## src/rtl/hazard_pkg.sv

```systemverilog
// rtl/hazard_pkg.sv - shared types, constants and forwarding helper for the hazard controller
package hazard_pkg;

   localparam int RA_W = 5;
   localparam logic [1:0] RESULT_LOAD = 2'b01;

   typedef enum logic [1:0] {
      FWD_RF  = 2'b00,
      FWD_WB  = 2'b01,
      FWD_MEM = 2'b10
   } fwd_sel_t;

   typedef enum logic {
      ST_IDLE = 1'b0,
      ST_BUSY = 1'b1
   } md_state_t;

   typedef struct packed {
      logic            valid;
      logic [RA_W-1:0] rd;
      logic            regwrite;
      logic            isload;
   } slot_t;

   // M is checked first so the youngest producer always wins
   function automatic fwd_sel_t fwd_select(slot_t m, slot_t w, logic [RA_W-1:0] rs);
      if (m.valid && m.regwrite && (m.rd != '0) && (m.rd == rs))
         return FWD_MEM;
      else if (w.valid && w.regwrite && (w.rd != '0) && (w.rd == rs))
         return FWD_WB;
      else
         return FWD_RF;
   endfunction

endpackage

```

## src/rtl/muldiv_busy_ctr.sv

```systemverilog
// rtl/muldiv_busy_ctr.sv - IDLE/BUSY sequencer holding the E stage while a mul/div completes
module muldiv_busy_ctr
   import hazard_pkg::*;
#(
   parameter int MULDIV_LAT = 4
) (
   input  logic clk,
   input  logic rst_n,
   input  logic start,
   output logic busy
);

   localparam int CW = $clog2(MULDIV_LAT) + 1;
   localparam logic [CW-1:0] LOAD_VAL = CW'(MULDIV_LAT - 1);
   localparam logic [CW-1:0] LAST_VAL = CW'(1);

   md_state_t     state;
   logic [CW-1:0] cnt;

   // start fires on the edge the op enters E, so busy covers the remaining LAT-1 cycles
   always_ff @(posedge clk or negedge rst_n) begin
      if (!rst_n) begin
         state <= ST_IDLE;
         cnt   <= '0;
      end else begin
         case (state)
            ST_IDLE: begin
               if (start) begin
                  state <= ST_BUSY;
                  cnt   <= LOAD_VAL;
               end
            end
            ST_BUSY: begin
               if (cnt == LAST_VAL) begin
                  state <= ST_IDLE;
                  cnt   <= '0;
               end else begin
                  cnt <= cnt - 1'b1;
               end
            end
            default: begin
               state <= ST_IDLE;
               cnt   <= '0;
            end
         endcase
      end
   end

   assign busy = (state == ST_BUSY);

endmodule

```

## src/rtl/hazard_controller.sv

```systemverilog
// rtl/hazard_controller.sv - forwarding selects and stall/flush control for the 5-stage RV32I core
// Optional event counters are built when HAZARD_STATS_EN is defined.
module hazard_controller
   import hazard_pkg::*;
#(
   parameter int REG_ADDR_W = RA_W,
   parameter int MULDIV_LAT = 4
) (
   input  logic                  clk,
   input  logic                  rst_n,
   input  logic [REG_ADDR_W-1:0] Rs1D,
   input  logic [REG_ADDR_W-1:0] Rs2D,
   input  logic [REG_ADDR_W-1:0] RdD,
   input  logic                  RegWriteD,
   input  logic [1:0]            ResultSrcD,
   input  logic                  MulDivD,
   input  logic                  PCSrcE,
   output logic [1:0]            ForwardAE,
   output logic [1:0]            ForwardBE,
   output logic                  StallF,
   output logic                  StallD,
   output logic                  FlushD,
   output logic                  FlushE,
   output logic                  StallE
`ifdef HAZARD_STATS_EN
   ,
   output logic [31:0]           stall_cycles,
   output logic [31:0]           flush_events,
   output logic [31:0]           forward_events
`endif
);

   slot_t                 slot_e, slot_m, slot_w, slot_d;
   logic [REG_ADDR_W-1:0] rs1_e, rs2_e;
   logic                  muldiv_e;
   logic                  busy, lw_stall, branch, flush_e_int, start_md;
   logic                  unused_w;
   fwd_sel_t              fwd_a, fwd_b;

   assign fwd_a = fwd_select(slot_m, slot_w, rs1_e);
   assign fwd_b = fwd_select(slot_m, slot_w, rs2_e);

   assign lw_stall = slot_e.valid && slot_e.isload && (slot_e.rd != '0) &&
                     ((slot_e.rd == Rs1D) || (slot_e.rd == Rs2D));
   // PCSrcE is a raw input, so it is masked to keep every output low during reset
   assign branch      = PCSrcE && rst_n;
   assign flush_e_int = (lw_stall || branch) && !busy;
   assign start_md    = MulDivD && !busy && !flush_e_int;

   assign slot_d = '{valid: 1'b1, rd: RdD, regwrite: RegWriteD,
                     isload: (ResultSrcD == RESULT_LOAD)};

   muldiv_busy_ctr #(.MULDIV_LAT(MULDIV_LAT)) u_busy (
      .clk   (clk),
      .rst_n (rst_n),
      .start (start_md),
      .busy  (busy)
   );

   always_ff @(posedge clk or negedge rst_n) begin
      if (!rst_n) begin
         slot_e   <= '0;
         slot_m   <= '0;
         slot_w   <= '0;
         rs1_e    <= '0;
         rs2_e    <= '0;
         muldiv_e <= 1'b0;
      end else begin
         slot_w <= slot_m;
         if (busy) begin
            slot_m <= '0;
         end else begin
            slot_m <= slot_e;
            // a load-use stall always flushes E, so no separate D-hold path is needed here
            if (flush_e_int) begin
               slot_e   <= '0;
               rs1_e    <= '0;
               rs2_e    <= '0;
               muldiv_e <= 1'b0;
            end else begin
               slot_e   <= slot_d;
               rs1_e    <= Rs1D;
               rs2_e    <= Rs2D;
               muldiv_e <= MulDivD;
            end
         end
      end
   end

   assign unused_w = slot_w.isload ^ muldiv_e;

   assign ForwardAE = fwd_a;
   assign ForwardBE = fwd_b;
   assign StallF    = (lw_stall && !branch) || busy;
   assign StallD    = (lw_stall && !branch) || busy;
   assign StallE    = busy;
   assign FlushD    = branch;
   assign FlushE    = flush_e_int;

`ifdef HAZARD_STATS_EN
   always_ff @(posedge clk or negedge rst_n) begin
      if (!rst_n) begin
         stall_cycles   <= '0;
         flush_events   <= '0;
         forward_events <= '0;
      end else begin
         if ((StallF || StallD || StallE) && (stall_cycles != '1))
            stall_cycles <= stall_cycles + 1'b1;
         if ((FlushD || FlushE) && (flush_events != '1))
            flush_events <= flush_events + 1'b1;
         if (((fwd_a != FWD_RF) || (fwd_b != FWD_RF)) && (forward_events != '1))
            forward_events <= forward_events + 1'b1;
      end
   end
`endif

endmodule

```

## config.mk

```make
export PLATFORM = sky130hd
export DESIGN_NAME = hazard_controller
export DESIGN_NICKNAME = d
export VERILOG_FILES = /design/src/rtl/hazard_pkg.sv /design/src/rtl/muldiv_busy_ctr.sv /design/src/rtl/hazard_controller.sv
export SDC_FILE = /design/constraint.sdc
export NUM_CORES = 1
export LEC_CHECK = 0
export ABC_AREA = 1
export CORE_ASPECT_RATIO = 1.25
export CORE_MARGIN = 2
export CORE_UTILIZATION = 50
export CTS_CLUSTER_DIAMETER = 30
export DETAILED_ROUTE_END_ITERATION = 10
export GPL_ROUTABILITY_DRIVEN = 0
export HOLD_SLACK_MARGIN = 0.06
export PLACE_DENSITY_LB_ADDON = 0.3
export SLEW_MARGIN = 20
export SYNTH_ARGS = -nofsm -noshare
export SYNTH_HDL_FRONTEND = slang
export SYNTH_SLANG_ARGS = --single-unit
```

## constraint.sdc

```tcl
create_clock -name clk -period 1.6 [get_ports clk]
set_clock_uncertainty 0.15 [all_clocks]
set_input_delay 0.32 -clock clk [delete_from_list [all_inputs] [get_ports clk]]
set_output_delay 0.32 -clock clk [all_outputs]
set_load 0.01 [all_outputs]
```

==> metrics <==
Post-Layout Cell Count=340; total leakage power=between 1.5 and 2 nW; number of global-route vias before repair=1,684; Max Fclk=approximately 0.47 GHz; failing checks=negative setup slack; Hold/Removal Path Class=flip-flop to flip-flop; synthesized instance count=about 230; Clk Latency, worst-skew pair=~0.28 ns; Yosys reg bits=36; Max IR drop VDD=between 0.001 and 0.0015 V; crit share post-route=132.6%; Post-Route WL=between 5 and 6 mm; CP Launch Point=slot_e[4]$_DFFE_PN0N_; fin crit period=2.122 ns; layout cells sized above 1=a little over two fifths; post-route ant nets=0; Area after DPL=2460 um2; top cell type's share of synthesized area=47.09%; CTS tree=done; top layer in use=met4; via count=1,816; Slew headroom=69.96%; sequential-to-total area share from yosys stat=between 40% and 50%; fin. max-slew vios=0; count of final hold-check violations=0; Detailed Place HPWL=a little under 3 mm; largest net degree at the start of global routing=37; slowest cell delay on critical path=0.45 ns; Ant. Diodes=0; Mapped Area=1913 um2; Power Dens Cells=1867 nW/um2; Max-Cap Viols=0; Inserted Clock Buffers=5; Initial DRC Count=69; syn_nets=251; library cells used by synthesis=21; Clock Path Buffers=2; Syn Area/Cell=about 8.4 um2; initial antenna violation count=0; Setup crit end kind=output port; dpl cells=around 320; CORE AREA=3722 um2; Remaining DRCs=0; RSZ-0062 raised after global routing=yes; slowest CP cell=dfrtp_2; die area=4340 um2; Routed met3 length=about 200 um; Routed WL per cell=15.26 um; total track usage=between 20 and 25%; Initial Util=about half; PortBufs=30; IO Pins=31; row cnt=25; Worst-Margin Slew=approximately 0.45 ns; Arr. time, crit path=1.65 ns; Clock Sinks=36; Avg Vias per Cell=about 5.3; WP buf/inv=3; Area contributors post-synth=dfrtp_1, nand2_1, xnor2_1; post-route cell area=2914 um2; worst setup path class=flip-flop to output port; Layout Nets=324; WP data required=1.13 ns; Worst path top cell family by delay=simple AND/OR/NAND/NOR gates; final setup margin=-0.5223 ns; final setup TNS=-6.457 ns; final setup violation count=29; critical path's most frequent cell=nand2_4; startpoint types=flip-flop; H-tree depth=2; met2 wire len=2.807 mm; die width=59.33 um; grt total ovfl=0; status=finished with violations; first-pass GRT wire length=7.424 mm; crit-path cells=inv_2 > nand2_1 > nand2_1 > nor2_1 > nand3_1 > nand2_2 > nand2_4 > nand2_4 > nand2_4 > inv_4 > buf_6; clock slew seen by the registers of the worst setup and hold paths=0.07 ns; M1 WL=1.925 mm; leading area contributor after synthesis=dfrtp_1; Area Growth Syn to Fin=52.32%; Crit Path Max Fanout=5; Yosys Warn Count=0; Hold WS=approximately 0.26 ns; TritonRoute pass-1 iters=5; Hold Path Origin=slot_m[1]$_DFF_PN0_; Clock Root Buffer=clkbuf_8; Die Ht=73.16 um; r2r startpoint=slot_e[4]$_DFFE_PN0N_
==> cell type report <==
cell class / count / area [um2]
multi-input cells: 160 / 1122
flip-flops and latches: 36 / 905.9
clock buffers: 7 / 96.34
inverters: 24 / 92.59
repair buffers: 73 / 646.9
fillers: 227 / 808.3
well taps: 40 / 50.05
==> per-layer routing <==
metal  vias to the layer above  global-route usage, %
met2                        63                  37.24
met1                       884                  28.26
met5                         -                      0
li1                        844                      -
met4                         0                  12.63
met3                        25                  3.901
==> worst paths after layout <==
path                       depth (start not counted)  slack, ns                         to
max                                               11      -0.52                     FlushE
min in group asynchronous                          3       0.54      slot_e[2]$_DFFE_PN0N_
max in group asynchronous                          3       0.41      slot_e[4]$_DFFE_PN0N_
max reg2reg                                       13      -0.26  u_busy.cnt[0]$_DFFE_PN0P_
min reg2reg                                        0       0.26        slot_w[1]$_DFF_PN0_
min                                                0       0.26        slot_w[1]$_DFF_PN0_
==> repair_timing <==
| action | in CTS | in global routing |
|---|---|---|
| pin swaps | 21 | 17 |
| endpoints found under the setup margin | 31 | 30 |
| hold endpoints to repair | 0 | 36 |
| hold buffers | 0 | 1 |
| gates resized for setup | 65 | 41 |
| buffers inserted | 8 | 7 |
| gates cloned | 0 | 0 |
==> state kept, by name, summed over array words and instances (netlist names) <==
name and cells:
rs1_e 5, slot_m 7, rs2_e 5, slot_w 7, u_busy.busy 1, slot_e 8, u_busy.cnt 3
==> cells in the final DEF, fill, tap and decap left out, drive strengths merged, types with 2 or more instances in the layout <==
cell,count
clkdlybuf4s50,10
clkbuf,7
nand2,71
nor3,5
xor2,8
ha,2
xnor2,15
o21ai,4
dfrtp,36
nand3,29
dlymetal6s2s,2
nor4,2
dlygate4sd2,10
buf,50
inv,23
nor2,23
==> cell usage after synthesis <==
cell and number:
buf_8 1, inv_2 4, nand4_1 1, clkbuf_1 3, buf_2 1, nand2_1 58
nand2_2 12, nand2_4 1, nand3_1 19, nand3_2 10, inv_1 19, ha_1 2
o21ai_0 4, nor4_1 2, nor3_1 5, nor2_1 23, dfrtp_1 36, buf_4 2
xor2_1 8, xnor2_1 15, clkinv_1 1
==> cell families after synthesis <==
| group | share of synthesized area (%) |
|---|---|
| and+or+nand+nor | 32.90 |
| AOI/OAI and AO/OA | 1.046 |
| DFF | 47.09 |
| xor gates and xnor gates | 10.53 |
| adders and majority gates | 1.308 |
| buffers and inverters | 7.128 |
==> worst register-to-register path, delay by kind of cell (launching register included) <==
family,cells,cell delay [ns]
buffers and inverters,3,0.31
flip-flops,1,0.45
AND/OR/NAND/NOR,10,0.85
==> through the flow <==
stage,setup WS [ns],total power [mW],util [%]
2_1_floorplan,-0.0005485,3.136,-
3_3_place_gp,-0.9811,3.880,66.08
3_5_place_dp,-0.9941,3.954,66.08
4_1_cts,-0.4560,4.939,71.43
5_1_grt,-0.5909,5.808,78.29
6_report,-0.5223,5.441,78.29
==> power by group <==
part / internal (mW) / total [mW] / switching, mW
combinational: 1.45 / 2.95 / 1.50
clock: 0.383 / 0.685 / 0.302
sequential: 1.33 / 1.80 / 0.476
(Power assumes the default switching activity.)
